### src/rtl/syscall_ctrl_pkg.sv
// Shared service codes, FSM state encodings and address helpers for the SYSCALL controller.
package syscall_ctrl_pkg;

    localparam logic [2:0] ST_IDLE   = 3'd0;
    localparam logic [2:0] ST_DECODE = 3'd1;
    localparam logic [2:0] ST_FETCH  = 3'd2;
    localparam logic [2:0] ST_WAIT   = 3'd3;
    localparam logic [2:0] ST_EMIT   = 3'd4;
    localparam logic [2:0] ST_DONE   = 3'd5;
    localparam logic [2:0] ST_HALT   = 3'd6;

    localparam logic [31:0] SVC_PRINT_STR  = 32'd4;
    localparam logic [31:0] SVC_EXIT       = 32'd10;
    localparam logic [31:0] SVC_PRINT_CHAR = 32'd11;

    function automatic logic [31:0] word_addr(input logic [31:0] p);
        return {p[31:2], 2'b00};
    endfunction

endpackage

### src/rtl/syscall_ctrl_byte_sel.sv
// Little-endian byte lane select from the fetched memory word.
module syscall_byte_sel (
    input  logic [31:0] word,
    input  logic [1:0]  sel,
    output logic [7:0]  sel_byte
);

    always_comb begin
        sel_byte = '0;
        case (sel)
            2'd0: sel_byte = word[7:0];
            2'd1: sel_byte = word[15:8];
            2'd2: sel_byte = word[23:16];
            2'd3: sel_byte = word[31:24];
            default: sel_byte = '0;
        endcase
    end

endmodule

### src/rtl/syscall_ctrl.sv
// SYSCALL service controller: print-string, print-char and exit, stalling the core
// while a service runs and streaming characters to the console handshake.
module syscall_ctrl
    import syscall_ctrl_pkg::*;
#(
    parameter int unsigned MAX_LEN = 256
) (
    input  logic        clk,
    input  logic        rst_n,
    input  logic        syscall,
    input  logic [31:0] vreg,
    input  logic [31:0] areg,
    output logic        stall,
    output logic        mem_req,
    output logic [31:0] mem_addr,
    input  logic        mem_ack,
    input  logic [31:0] mem_rdata,
    output logic        char_valid,
    output logic [7:0]  char_data,
    input  logic        char_ready,
    output logic        done,
    output logic        unsup,
    output logic        trunc,
    output logic        halt
);

    localparam int unsigned CW = $clog2(MAX_LEN + 1);

    logic [2:0]    state;
    logic [31:0]   vreg_q;
    logic [31:0]   areg_q;
    logic [31:0]   ptr;
    logic [31:0]   wbuf;
    logic [CW-1:0] cnt;
    logic [7:0]    chr_q;
    logic          single;
    logic          unsup_q;
    logic          trunc_q;
    logic [7:0]    sel_byte;
    logic          str_nul;

    syscall_byte_sel u_byte_sel (
        .word     (wbuf),
        .sel      (ptr[1:0]),
        .sel_byte (sel_byte)
    );

    // A NUL terminates only the string service; print-char emits its byte as-is.
    assign str_nul = !single && (sel_byte == 8'h00);

    always_ff @(posedge clk or negedge rst_n) begin
        if (!rst_n) begin
            state   <= ST_IDLE;
            vreg_q  <= '0;
            areg_q  <= '0;
            ptr     <= '0;
            wbuf    <= '0;
            cnt     <= '0;
            chr_q   <= '0;
            single  <= 1'b0;
            unsup_q <= 1'b0;
            trunc_q <= 1'b0;
        end else begin
            case (state)
                ST_IDLE: begin
                    if (syscall) begin
                        vreg_q  <= vreg;
                        areg_q  <= areg;
                        single  <= 1'b0;
                        unsup_q <= 1'b0;
                        trunc_q <= 1'b0;
                        state   <= ST_DECODE;
                    end
                end
                ST_DECODE: begin
                    if (vreg_q == SVC_PRINT_STR) begin
                        ptr   <= areg_q;
                        cnt   <= '0;
                        state <= ST_FETCH;
                    end else if (vreg_q == SVC_PRINT_CHAR) begin
                        chr_q  <= areg_q[7:0];
                        single <= 1'b1;
                        state  <= ST_EMIT;
                    end else if (vreg_q == SVC_EXIT) begin
                        state <= ST_HALT;
                    end else begin
                        unsup_q <= 1'b1;
                        state   <= ST_DONE;
                    end
                end
                ST_FETCH: state <= ST_WAIT;
                ST_WAIT: begin
                    if (mem_ack) begin
                        wbuf  <= mem_rdata;
                        state <= ST_EMIT;
                    end
                end
                ST_EMIT: begin
                    if (single) begin
                        if (char_ready) state <= ST_DONE;
                    end else if (str_nul) begin
                        state <= ST_DONE;
                    end else if (char_ready) begin
                        ptr <= ptr + 32'd1;
                        cnt <= cnt + 1'b1;
                        // Length limit wins over the word-boundary refetch.
                        if (cnt == CW'(MAX_LEN - 1)) begin
                            trunc_q <= 1'b1;
                            state   <= ST_DONE;
                        end else if (ptr[1:0] == 2'b11) begin
                            state <= ST_FETCH;
                        end
                    end
                end
                ST_DONE: state <= ST_IDLE;
                ST_HALT: state <= ST_HALT;
                default: state <= ST_IDLE;
            endcase
        end
    end

    assign stall      = rst_n && ((state != ST_IDLE) || syscall);
    assign mem_req    = (state == ST_FETCH);
    assign mem_addr   = mem_req ? word_addr(ptr) : '0;
    assign char_valid = (state == ST_EMIT) && !str_nul;
    assign char_data  = char_valid ? (single ? chr_q : sel_byte) : '0;
    assign done       = (state == ST_DONE);
    assign unsup      = done && unsup_q;
    assign trunc      = done && trunc_q;
    assign halt       = (state == ST_HALT);

endmodule
### config.mk
export PLATFORM = sky130hd
export DESIGN_NAME = syscall_ctrl
export DESIGN_NICKNAME = d
export VERILOG_FILES = /design/src/rtl/syscall_ctrl_pkg.sv /design/src/rtl/syscall_ctrl_byte_sel.sv /design/src/rtl/syscall_ctrl.sv
export SDC_FILE = /design/constraint.sdc
export NUM_CORES = 1
export LEC_CHECK = 0
export CAP_MARGIN = 20
export CORE_MARGIN = 8
export CORE_UTILIZATION = 47
export DETAILED_ROUTE_END_ITERATION = 8
export GPL_ROUTABILITY_DRIVEN = 0
export PLACE_DENSITY = 0.79
export SLEW_MARGIN = 20
export SYNTH_ARGS = -nofsm -noshare
export SYNTH_HDL_FRONTEND = slang
export SYNTH_SLANG_ARGS = --single-unit
### constraint.sdc
create_clock -name clk -period 2.3 [get_ports clk]
set_clock_uncertainty 0.1 [all_clocks]
set_input_delay 0.345 -clock clk [delete_from_list [all_inputs] [get_ports clk]]
set_output_delay 0.345 -clock clk [all_outputs]
set_load 0.1 [all_outputs]
==> flow_metrics.py <==
metrics = {
    "timing": {
        "rsz0062_at_grt": "yes",
        "tightest_slew_ns": 0.654,
        "tns_ns": -22.49,
        "hold_viol_final": 0,
        "maxSlewViolCount": 0,
        "fmax_mhz": 337,
        "finalCritPeriodShare": 1.29,
        "period_minus_slack_ns": 2.97,
        "slew_headroom": 0.564,
        "final-setup-viol-count": 66,
        "layout_setup_ws_ns": -0.670,
    },
    "setup_path": {
        "reg2reg_slack_ns": -0.56,
        "path_delay_family": "compound AO/OA/AOI/OAI gates",
        "regToRegEndpoint": "ptr[4]",
        "critical-path-slowest-cell": "dfrtp_2",
        "r2r_cells": 10,
        "r2r-start": "ptr[0]",
        "crit_chain": "ha_2, a21oi_1, a21oi_2, nor4_4, nand3_2, nand2_4, buf_4, nor2_2, buf_12",
        "cp_data_required_time_ns": 1.86,
        "crit_type": "register to output port",
        "cp_max_fo": 9,
        "cp-start-kind": "register",
        "cp-end-kind": "output port",
        "cp_num_buf_inv": 2,
        "worstPathArrival_ns": 2.52,
        "slowest_delay_ns": 0.44,
    },
    "synthesis": {
        "netlist_area_sq_um": 7430,
        "synth_edf_count": 0,
        "ys_types": 64,
        "postSynthCellCount": 662,
        "synth_warnings": 0,
        "synthArstFlopShare": 1.00,
        "yosysTopAreaCell": "dfrtp_1",
        "avgSynthCellArea_sq_um": 11.2,
        "synth_top_cell_area_share": 0.508,
        "synth.area.top_cells": "dfrtp_1 (51%), mux2_2 (16%), and2_1 (3.2%), nand2_1 (2.4%), a21oi_1 (2.2%)",
        "synth_flop_cell": "dfrtp_1",
        "ys_seq_area_frac": 0.508,
        "synth_seq_cells": 151,
    },
    "grt": {
        "grt_max_degree": 122,
        "grt_antenna_before_repair": 0,
        "grt_pass1_wl_um": 36500,
        "grt_overflow": 0,
        "grt_pass1_vias": 6822,
        "grt.total_usage": 0.233,
    },
    "route": {
        "ant_nets": 0,
        "first_pass_iters": 5,
        "highest_layer": "met4",
        "met1Wirelength_um": 9300,
        "viasPerCell": 5.98,
        "drt_iter0_markers": 562,
        "num_vias": 6618,
        "dr_wl_met3_um": 1570,
        "drc_errors": 0,
        "wl_per_cell_um": 22.6,
        "drt_wl_total_um": 25100,
        "wl_met2_um": 13100,
    },
    "clock_network": {
        "cts_tree": "yes",
        "cts_root_buf": "clkbuf_16",
        "htreeDepth": 4,
        "clk_latency_ns": 0.43,
        "cts_buffer_depth": 2,
        "clk_pin_slew_ns": 0.07,
        "cts_buffers": 17,
        "cts.sinks": 151,
    },
    "die": {
        "fp-row-count": 46,
        "core-area_sq_um": 15700,
        "die_h_um": 142,
        "die_area_sq_um": 20100,
        "start_util": 0.475,
        "ioPinCount": 148,
        "die_w_um": 142,
    },
    "final_layout": {
        "n_antenna_cell": 0,
        "nFillCells": 980,
        "stdcell_count": 1107,
        "multi_input_area_sq_um": 3950,
        "final_nets": 985,
        "ff_latch_area_sq_um": 3780,
        "area_growth_pct": 54.0,
        "drive_gt1_frac": 0.444,
    },
    "placement": {
        "post-place-cells": 1047,
        "hpwl_um": 15900,
        "portBuffers": 145,
    },
    "job": {
        "cap_violations": 0,
    },
    "power": {
        "p_clk_frac": 0.182,
        "p_per_area_nw_per_um2": 1320,
        "power_frac_comb": 0.511,
        "switching_share": 0.415,
        "share_seq_of_total_power": 0.307,
        "power.switching_w": 0.00625,
        "cellLeakagePower_nw": 4.84,
        "worst_ir_drop_vdd_uv": 770,
        "p_int_w": 0.00881,
    },
    "hold_path": {
        "hold_class": "primary input to async pin",
    },
    "status": {
        "status": "complete, but fails checks",
        "violations": "negative setup slack",
    },
}
## area by class of cell
cell class | instances | share of cell area
Tap cell | 216 | 0.0236
Clock buffer | 18 | 0.0384
Multi-Input combinational cell | 463 | 0.345
Inverter | 9 | 0.00361
Clock inverter | 14 | 0.0121
Timing Repair Buffer | 236 | 0.246
Sequential cell | 151 | 0.331
## placed cells by master, fill, tap and decap left out, drive strengths merged, types with 3 or more instances in the layout
| cell | netlist | layout |
|---|---|---|
| nor4 | 12 | 12 |
| nor2 | 32 | 32 |
| nand2 | 49 | 49 |
| a21oi | 34 | 34 |
| clkinvlp | 0 | 3 |
| inv | 9 | 16 |
| and2 | 38 | 38 |
| a211o | 5 | 5 |
| clkbuf | 16 | 20 |
| a311oi | 4 | 4 |
| o311ai | 8 | 8 |
| or3 | 3 | 3 |
| nand4 | 7 | 7 |
| a211oi | 3 | 3 |
| and3 | 12 | 12 |
| nor3 | 18 | 18 |
| buf | 24 | 134 |
| a22oi | 10 | 10 |
| mux2 | 104 | 104 |
| nand3 | 22 | 22 |
| dfrtp | 151 | 151 |
| o211ai | 9 | 9 |
| ha | 6 | 6 |
| nor2b | 13 | 13 |
| o21ai | 14 | 14 |
| and4 | 5 | 5 |
| mux2i | 11 | 11 |
| nand2b | 3 | 3 |
| o31ai | 5 | 5 |
| a31oi | 5 | 5 |
| clkinv | 0 | 3 |
| o22ai | 3 | 3 |
| clkdlybuf4s50 | 0 | 99 |
## metal layers
layer / vias up / global-route usage
li1: 2856 / -
met5: - / 0
met4: 0 / 0.0995
met2: 349 / 0.418
met1: 3332 / 0.263
met3: 81 / 0.0477
## Yosys cell counts, types with 9 or more instances
| cell | number |
|---|---|
| nor3_1 | 15 |
| nand2_1 | 48 |
| mux2i_1 | 11 |
| o21ai_0 | 13 |
| mux2_2 | 104 |
| nor2_1 | 32 |
| nor2b_1 | 13 |
| nor4_1 | 10 |
| a21oi_1 | 33 |
| and2_1 | 38 |
| a22oi_1 | 10 |
| o211ai_1 | 9 |
| dfrtp_1 | 151 |
| clkbuf_1 | 16 |
| and3_1 | 12 |
| buf_2 | 14 |
| nand3_1 | 22 |
## stage by stage
stage               hold slack, ns  area (sq um)  total power (W)  setup WS, ns  utilization
detailed placement           0.142         10200           0.0110        -0.341        0.650
global placement             0.132         10200           0.0107        -0.247        0.650
floorplan                  -0.0506          7680          0.00859        -0.457            -
finish                       0.274         11400           0.0151        -0.670        0.731
global route                 0.304         11400           0.0157        -0.780        0.731
CTS                          0.278         11100           0.0143        -0.519        0.707
## worst max path at each step
stage	slack [ns]	startpoint	to	cells past startpoint
2_1_floorplan	-0.46	ptr[0]	char_data[0]	9
3_3_place_gp	-0.25	ptr[1]	char_valid	9
3_5_place_dp	-0.34	ptr[1]	char_valid	9
4_1_cts	-0.52	ptr[0]	char_data[0]	9
5_1_grt	-0.78	ptr[0]	char_data[7]	11
6_report	-0.67	ptr[0]	char_data[0]	9
## repair_timing
item / in CTS / in global routing
hold buffers: 1 / 0
pin swaps: 6 / 13
endpoints found under the hold margin: 30 / 0
resized for setup: 41 / 61
setup buffers: 12 / 11
cloned: 1 / 3
endpoints found under the setup margin: 83 / 91
## cell families (layout without fill, tap and decap cells)
kind of cell    Yosys count  in the layout  synth area share
simple gates            224            224             0.174
flops                   151            151             0.508
compound gates          115            115             0.105
mux                     115            115             0.172
buf+inv                  49            277            0.0291
fa+ha+maj                 6              6            0.0101
other cells               1              2          0.000504
xor+xnor                  1              1           0.00118
## registers in the layout (all words and copies together) (netlist names)
| register | flops |
|---|---|
| areg_q | 32 |
| unsup_q | 1 |
| chr_q | 8 |
| trunc_q | 1 |
| single | 1 |
| vreg_q | 32 |
| state | 3 |
| wbuf | 32 |
| ptr | 32 |
| cnt | 9 |
## power groups by stage
stage | clock [W] | sequential, W | combinational [W]
floorplan | 0 | 0.00422 | 0.00438
global placement | 0 | 0.00445 | 0.00628
detailed placement | 0 | 0.00452 | 0.00651
CTS | 0.00276 | 0.00454 | 0.00699
global route | 0.00291 | 0.00471 | 0.00804
finish | 0.00274 | 0.00462 | 0.00770
No activity file was read; power rests on OpenSTA's default activity.
==> edit (same flow settings) <==
Reset style: synchronous (`rst_n`), changed in one clocked block.
--- a/src/rtl/syscall_ctrl.sv
+++ b/src/rtl/syscall_ctrl.sv
@@ -49,5 +49,5 @@
     assign str_nul = !single && (sel_byte == 8'h00);
 
-    always_ff @(posedge clk or negedge rst_n) begin
+    always_ff @(posedge clk) begin
         if (!rst_n) begin
             state   <= ST_IDLE;
Formal check against the unedited RTL: differs if rst_n is asserted again (counterexample within 4 cycles, from zero or initial values and one cycle with rst_n low); with rst_n held inactive, the same outputs for 4 cycles.
==> edit against the unedited design <==
The run still ends with setup timing left. Routed wire length up 4.5%. Sequential cell count unchanged. Final area down 1.0%. Synthesized area rose by 0.81%. Synthesized cell count increased by 49%. Count of clock-buffer cells in the layout did not move. Setup slack got worse by 0.0039 ns. Via count up 24%. Critical path depth unchanged.
Power is not compared: it rests on default switching activity, and its combinational part moved more than twofold at a synthesized area within 25%.
==> edit: results <==
metrics = {
    "finish": {
        "nNetsFinal": 1271,
        "num-fill-cells": 1099,
        "layout-drive-gt1-share": 0.255,
        "n_antenna_cell": 0,
    },
    "sta": {
        "hold_violations": 0,
        "relSlewSlack": 0.634,
        "setup_ws_ns": -0.674,
        "timing.final.setup_violations": 54,
    },
    "clock_tree": {
        "clock_tree.root_cell": "clkbuf_16",
        "cts_htree_levels": 4,
        "clk_latency_ns": 0.43,
        "clockBufferDepth": 2,
    },
    "route": {
        "drtPass1Iterations": 7,
        "via_count": 8206,
        "wl_per_cell_um": 18.8,
        "drt_iter0_drc": 855,
    },
    "synth": {
        "leading_post_synthesis_cells_by_cell_area": "dfxtp_1 (40%), nand2_1 (12%), a21oi_1 (9.5%), and2_1 (3.4%), mux2i_1 (2.8%)",
        "synth.top_cells.by_count": "nand2_1 (235), dfxtp_1 (151), a21oi_1 (143), clkbuf_1 (52), nor2_1 (51)",
        "synth.yosys.seq_area_share": 0.403,
        "ys_types": 61,
        "synth-warning-count": 0,
        "asyncSetResetFlopFracSynth": 0,
    },
    "worst_hold_path": {
        "timing.hold.worst.class": "in2reg",
    },
    "setup_path": {
        "critPathArrivalTime_ns": 2.53,
        "critical_path.max_fanout": 4,
    },
    "run_status": {
        "violations": "setup timing",
        "status": "finished, violations left",
    },
    "global_routing": {
        "gr-usage-all-layers": 0.242,
        "grt_pass1_wl_um": 39300,
        "maximum_number_of_pins_on_one_net_before_global_route_repair": 64,
        "grt_antenna_before_repair": 0,
        "grt_pass1_vias": 7892,
    },
    "place": {
        "dp_slack_ns": -0.412,
        "place.detailed.hpwl_um": 16100,
    },
}
-- edit: cell count changes in the layout (fill, tap and decap cells not counted), sizes merged, moves of 8 or more --
cell / delta
nor2: +19
o221a: +11
nand4: +17
nand3: +15
nand2: +186
a21oi: +110
dfrtp: -151
nor3: -8
mux2: -99
dfxtp: +151
mux2i: +10
a31oi: +14
-- edit: final timing paths --
path | from | endpoint | slack (ns) | cells past startpoint
max | ptr[0] | char_data[3] | -0.67 | 9
min | rst_n | areg_q[11] | 0.24 | 3
max reg2reg | ptr[0] | ptr[0] | -0.39 | 14
min reg2reg | areg_q[27] | areg_q[27] | 0.35 | 2
-- edit: layout make-up --
cell class	count	share of cell area
inverters	12	0.00508
repair buffers	239	0.258
clock buffers	18	0.0388
clock inverters	14	0.0113
multi-input cells	743	0.395
well taps	216	0.0239
flip-flops and latches	151	0.268
-- edit: worst max-delay path: stages, from the launching register on --
cell,delay (ns)
dfxtp_4,0.35
buf_6,0.12
ha_4,0.17
a222oi_1,0.30
mux2i_1,0.19
nor4_4,0.34
a31o_4,0.27
buf_6,0.15
nor2_4,0.04
buf_12,0.17
-- edit: where the power goes --
group	switching, uW	internal, uW
combinational	1360	927
sequential	167	2840
clock	1170	1520
total	2700	5290
-- edit: what timing repair did --
item,in CTS,in global routing
pin swaps,21,15
gates cloned,6,3
endpoints found under the hold margin,0,0
hold buffers,0,0
endpoints found under the setup margin,54,87
buffers inserted,17,12
resized for setup,46,37
-- edit: logic make-up after synthesis --
| group | count (synthesis) | synth area share |
|---|---|---|
| muxes | 26 | 0.0356 |
| other | 1 | 0.000500 |
| DFF | 151 | 0.403 |
| buffers and inverters | 95 | 0.0591 |
| AOI/OAI and AO/OA | 251 | 0.205 |
| adders and majority gates | 6 | 0.0100 |
| and+or+nand+nor | 458 | 0.286 |
-- edit: through the flow --
stage | area, sq um | hold slack, ns | power, uW | TNS [ns] | cells
after floorplan | 7760 | 0.332 | 4390 | -5.99 | 989
after global placement | 10100 | 0.337 | 5080 | -9.13 | 1331
after detailed placement | 10100 | 0.342 | 5140 | -15.60 | 1331
after CTS | 11100 | 0.212 | 7890 | -20.84 | 1385
after global routing | 11300 | 0.243 | 8320 | -21.46 | 1393
final | 11300 | 0.243 | 7990 | -17.82 | 1393
-- edit: layer usage --
layer	vias to the layer above	global-route usage	wire, um
li1	3823	-	-
met1	3854	0.290	10300
met2	448	0.398	12800
met3	81	0.0661	2360
met4	0	0.106	757
met5	-	0	0
